===== config.mk =====
export PLATFORM = sky130hd
export DESIGN_NAME = countdown_timer_bank
export DESIGN_NICKNAME = d
export VERILOG_FILES = /design/src/rtl/countdown_timer_pkg.sv /design/src/rtl/countdown_timer_channel.sv /design/src/rtl/countdown_timer_bank.sv
export SDC_FILE = /design/constraint.sdc
export NUM_CORES = 1
export LEC_CHECK = 0
export CELL_PAD_IN_SITES_DETAIL_PLACEMENT = 1
export CELL_PAD_IN_SITES_GLOBAL_PLACEMENT = 1
export CORE_MARGIN = 2
export CORE_UTILIZATION = 24
export CTS_CLUSTER_SIZE = 10
export DETAILED_ROUTE_END_ITERATION = 10
export PLACE_DENSITY_LB_ADDON = 0.1
export SYNTH_ARGS = -nofsm -noshare
export SYNTH_HDL_FRONTEND = slang
export SYNTH_HIERARCHICAL = 1
export SYNTH_SLANG_ARGS = --single-unit

===== constraint.sdc =====
create_clock -name clk -period 3.5 [get_ports clk]
set_input_delay 0.7 -clock clk [delete_from_list [all_inputs] [get_ports clk]]
set_output_delay 0.7 -clock clk [all_outputs]
set_load 0.01 [all_outputs]

===== src/rtl/countdown_timer_pkg.sv =====
// Shared types and helpers for the countdown timer bank.
// Auto-reload support is compiled in with TIMER_BANK_AUTORELOAD_EN.
package countdown_timer_pkg;

  typedef enum logic [1:0] {
    IDLE = 2'd0,
    RUN  = 2'd1,
    DONE = 2'd2
  } timer_state_e;

  // All-ones count for a given width, the value every channel shows out of reset.
  function automatic int unsigned default_load(input int unsigned width);
    return (32'd1 << width) - 32'd1;
  endfunction

endpackage


===== src/rtl/countdown_timer_channel.sv =====
// One countdown channel: load on start, decrement per tick, flag expiry.
// Reload/mode registers exist only when TIMER_BANK_AUTORELOAD_EN is defined.
module countdown_timer_channel
  import countdown_timer_pkg::*;
#(
  parameter int unsigned WIDTH        = 7,
  parameter int unsigned DEFAULT_LOAD = 127
) (
  input  logic             clk,
  input  logic             reset,
  input  logic             tick_i,
  input  logic             start_i,
  input  logic [WIDTH-1:0] load_value_i,
  input  logic             auto_reload_i,
  input  logic             pause_i,
  output logic [WIDTH-1:0] count_o,
  output logic             timer_up_o,
  output logic             expired_o
);

  localparam logic [WIDTH-1:0] RESET_COUNT = WIDTH'(DEFAULT_LOAD);
  localparam logic [WIDTH-1:0] ONE         = WIDTH'(1);

  timer_state_e     state_q;
  logic [WIDTH-1:0] count_q;
  logic             timer_up_q;
  logic             expired_q;

`ifdef TIMER_BANK_AUTORELOAD_EN
  logic [WIDTH-1:0] reload_q;
  logic             mode_q;
`else
  logic unused_auto_reload;
  assign unused_auto_reload = auto_reload_i;
`endif

  // Start beats pause, pause beats tick; zero is reached only via expiry, so no wrap.
  always_ff @(posedge clk or posedge reset) begin
    if (reset) begin
      state_q    <= IDLE;
      count_q    <= RESET_COUNT;
      timer_up_q <= 1'b0;
      expired_q  <= 1'b0;
`ifdef TIMER_BANK_AUTORELOAD_EN
      reload_q   <= '0;
      mode_q     <= 1'b0;
`endif
    end else begin
      expired_q <= 1'b0;
      if (start_i) begin
        count_q <= load_value_i;
`ifdef TIMER_BANK_AUTORELOAD_EN
        reload_q <= load_value_i;
        mode_q   <= auto_reload_i;
`endif
        if (load_value_i != '0) begin
          state_q    <= RUN;
          timer_up_q <= 1'b0;
        end else begin
          state_q    <= DONE;
          timer_up_q <= 1'b1;
          expired_q  <= 1'b1;
        end
      end else begin
        case (state_q)
          RUN: begin
            if (tick_i && !pause_i) begin
              if (count_q > ONE) begin
                count_q <= count_q - ONE;
              end else begin
                expired_q <= 1'b1;
`ifdef TIMER_BANK_AUTORELOAD_EN
                if (mode_q && (reload_q != '0)) begin
                  count_q <= reload_q;
                end else begin
                  count_q    <= '0;
                  state_q    <= DONE;
                  timer_up_q <= 1'b1;
                end
`else
                count_q    <= '0;
                state_q    <= DONE;
                timer_up_q <= 1'b1;
`endif
              end
            end
          end
          default: begin
          end
        endcase
      end
    end
  end

  assign count_o    = count_q;
  assign timer_up_o = timer_up_q;
  assign expired_o  = expired_q;

endmodule


===== src/rtl/countdown_timer_bank.sv =====
// Bank of independent countdown timers sharing one timebase tick.
// Define TIMER_BANK_AUTORELOAD_EN to enable per-channel periodic reload.
module countdown_timer_bank
  import countdown_timer_pkg::*;
#(
  parameter int unsigned WIDTH        = 7,
  parameter int unsigned CHANNELS     = 2,
  parameter int unsigned DEFAULT_LOAD = default_load(WIDTH)
) (
  input  logic                      clk,
  input  logic                      reset,
  input  logic                      tick_i,
  input  logic [CHANNELS-1:0]       start_i,
  input  logic [CHANNELS*WIDTH-1:0] load_value_i,
  input  logic [CHANNELS-1:0]       auto_reload_i,
  input  logic [CHANNELS-1:0]       pause_i,
  output logic [CHANNELS*WIDTH-1:0] count_o,
  output logic [CHANNELS-1:0]       timer_up_o,
  output logic [CHANNELS-1:0]       expired_o
);

  // Each channel owns one WIDTH-bit slice of the packed count/load vectors.
  for (genvar g = 0; g < CHANNELS; g++) begin : gen_channel
    countdown_timer_channel #(
      .WIDTH        (WIDTH),
      .DEFAULT_LOAD (DEFAULT_LOAD)
    ) u_channel (
      .clk           (clk),
      .reset         (reset),
      .tick_i        (tick_i),
      .start_i       (start_i[g]),
      .load_value_i  (load_value_i[g*WIDTH +: WIDTH]),
      .auto_reload_i (auto_reload_i[g]),
      .pause_i       (pause_i[g]),
      .count_o       (count_o[g*WIDTH +: WIDTH]),
      .timer_up_o    (timer_up_o[g]),
      .expired_o     (expired_o[g])
    );
  end

endmodule


==> Implementation_results.wiki <==
{| class="wikitable"
! Metric !! Value
|-
| EDFF count, synth || 0
|-
| I/O pin total || 41
|-
| Number of gates given a new drive strength after cts || 0
|-
| First-pass GRT wire length || 6.734 mm
|-
| Chip Width || 77.14 um
|-
| Number of iterations in the first detailed-routing pass || 4
|-
| Cell with the most instances after synthesis || nor2_1
|-
| Unrepaired setup endpoints after global routing || false
|-
| Largest area contributor in the netlist || dfstp_2
|-
| Clk sinks || 20
|-
| Register bit count reported by yosys || 20
|-
| Critical path's largest stage delay || 0.63 ns
|-
| Antenna violation net count after detailed routing || 0
|-
| Share of synthesized registers carrying an async set or reset || 100.0%
|-
| Setup tns final || 0 ns
|-
| Setup-failing EPs final || 0
|-
| Top cells by count, synth || nor2_1, dfstp_2, nand2_1
|-
| Initial cell density of the core || 24.98%
|-
| Slew margin rel. || 50.20%
|-
| Post-synthesis cell count || 138
|-
| Share of final-layout standard cells stronger than drive strength 1 || 13.64%
|-
| Post-route non-filler standard cell count || 246
|-
| Outcome || finished clean
|-
| Synthesized area per cell || 9.302 um2
|-
| Cell count after placement || 242
|-
| Post-Syn Area || 0.001284 mm2
|-
| Antenna diode instance count || 0
|-
| Signal arrival time at the worst endpoint || 1.47 ns
|-
| YS warnings || 6
|-
| Hold buffer count at cts || 0
|-
| Number of DRC violations after detailed-routing iteration 0 || 46
|-
| Post CTS Setup Buffer Count || 0
|-
| GRT Resource Usage Total || 14.05%
|-
| Number of antenna violations at the first check in global routing || 0
|-
| Fraction of the yosys area taken by sequential cells || 40.35%
|-
| Final weighted congestion in routability-driven placement || 0.7388
|-
| Register cell area after layout || 518.0 um2
|-
| Power density normalized to cell area || 396.6 mW/mm2
|-
| Crit path capture type || primary output
|-
| Fraction of the cycle the final worst path needs || 62.09%
|-
| CTS Root Buffer Type || clkbuf_8
|-
| Routed WL per cell || 15.76 um
|-
| Area inside the core boundary || 0.005140 mm2
|-
| Worst Setup Start Kind || flop
|-
| Synthesized netlist net count || 165
|-
| Top cells by area, synth || dfstp_2, dfrtp_1, nor2_1, o41ai_4, ha_1
|-
| Final-report hold violation count || 0
|-
| Critical-path cell list || clkdlybuf4s50_1
|-
| CTS tree || built
|-
| Final period demand of the worst path || 2.173 ns
|-
| Number of buffers on the longest clock path || 2
|-
| Number of buffer and inverter instances along the worst setup path || 1
|-
| Number of buffers created by CTS || 3
|-
| DRC Markers || 0
|-
| Clock Latency Late Sink || 0.27 ns
|-
| Die Footprint || 0.005950 mm2
|-
| Quantity of I/O buffers inserted on ports || 38
|-
| Max-Cap Viols || 0
|-
| Required time at the endpoint of the critical path || 2.80 ns
|-
| Slew at the pin closest to its max-slew limit || 0.7446 ns
|-
| Count of standard-cell rows || 26
|-
| Final setup skew || 0.009819 ns
|-
| Fillcell total || 634
|-
| Final Slew Violations || 0
|-
| Crit Path Max Fanout || 7
|-
| Standard cell with the maximum stage delay on the critical path || dfstp_2
|-
| Drt via density || 4.797
|-
| Largest net degree at the start of global routing || 21
|-
| Depth of the CTS H-tree || 1
|-
| Worst reg-to-reg setup slack || 1.65 ns
|-
| Post-layout net count || 204
|-
| Synthesis-to-finish area growth || 40.84%
|-
| CTS clock-pin slew for the worst setup and hold paths || 0.08 ns
|-
| Vias || 1180
|-
| Fraction of synthesized cell area taken by the top area cell type || 28.65%
|-
| Flip-flop cell with the highest count after synthesis || dfstp_2
|-
| Fin util || 35.18%
|-
| Multi-input gate area || 720.7 um2
|-
| Grt ovf || 0
|-
| Post-route setup slack || 1.327 ns
|-
| Lkg Pwr || 0.7052 nW
|-
| Setup slack at placement || 1.252 ns
|-
| Via count of the first global-routing pass || 1293
|-
| Type of the worst setup path || flop to primary output
|-
| Max frequency || 0.4602 GHz
|-
| Overall die height || 77.14 um
|-
| Worst-case hold slack || 0.5364 ns
|-
| Worst supply voltage drop on vdd || 0.1332 mV
|-
| Total routed wirelength || 3.878 mm
|-
| Library cells used by synthesis || 31
|-
| Worst hold-check path type || flop to flop
|-
| Placed wire-length estimate after detailed placement || 2.907 mm
|-
| Top cell family by delay on the critical path || flip-flops
|}
[cell usage in the layout (no fill, tap or decap), types with 3 or more instances in the layout]
| master | n |
|---|---|
| a21oi_1 | 8 |
| clkbuf_8 | 3 |
| clkdlybuf4s50_1 | 38 |
| dfrtp_1 | 6 |
| dfstp_2 | 14 |
| ha_1 | 4 |
| inv_1 | 8 |
| nand2_1 | 12 |
| nand2b_1 | 4 |
| nand3_1 | 4 |
| nor2_1 | 24 |
| o211ai_1 | 4 |
| o21ai_0 | 8 |
[cells by family after synthesis]
family,count (synthesis),share of synthesized area (%)
and+or+nand+nor,60,27.09
AOI/OAI and AO/OA,40,23.59
DFF,20,40.35
buffers and inverters,12,3.509
adders and majority gates,4,3.899
muxes,2,1.560
[sequential cells by signal, summed over array words and instances (netlist names)]
signal                            count
gen_channel.u_channel/state_q         2
gen_channel.u_channel/timer_up_o      2
gen_channel.u_channel/expired_o       2
gen_channel.u_channel/count_o        14
[tightest hold or removal path, delay by kind of cell, from the launching register on]
kind / cells / cell delay [ns]
flip-flops: 1 / 0.41
AO/OA/AOI/OAI: 2 / 0.13
[per-layer routing]
layer	GRT usage, %	share of wire [%]
met4	4.286	0.62
met2	22.00	47
met1	19.48	49
met3	2.706	3.6
met5	0	0
[power breakdown]
group / internal (W) / switching [W]
combinational: 0.0000905 / 0.0000797
sequential: 0.000267 / 0.0000338
clock: 0.000153 / 0.0000935
[cell type report]
cell class              instances  area share (%)
clock buffers                   3           2.284
multi-input cells             106           39.86
inverters                       8           1.661
well taps                      70           4.844
flip-flops and latches         20           28.65
repair buffers                 38           21.04
clock inverters                 1           1.661
[metrics by stage]
step                 power, W  area [um2]
detailed placement  0.0004761        1737
global route        0.0007630        1808
CTS                 0.0007274        1808
finish              0.0007170        1808
global placement    0.0004711        1737
floorplan           0.0003813        1284
[final timing paths]
check	to	from	depth (start not counted)
max	count_o[9]	gen_channel[1].u_channel/count_o[2]	1
min	gen_channel[1].u_channel/count_o[3]	gen_channel[1].u_channel/count_o[3]	2
max reg2reg	gen_channel[1].u_channel/timer_up_o	gen_channel[1].u_channel/count_o[1]	5
min reg2reg	gen_channel[1].u_channel/count_o[3]	gen_channel[1].u_channel/count_o[3]	2
max in group asynchronous	gen_channel[0].u_channel/count_o[2]	reset	2
min in group asynchronous	gen_channel[1].u_channel/timer_up_o	reset	2
(Power assumes the default switching activity.)
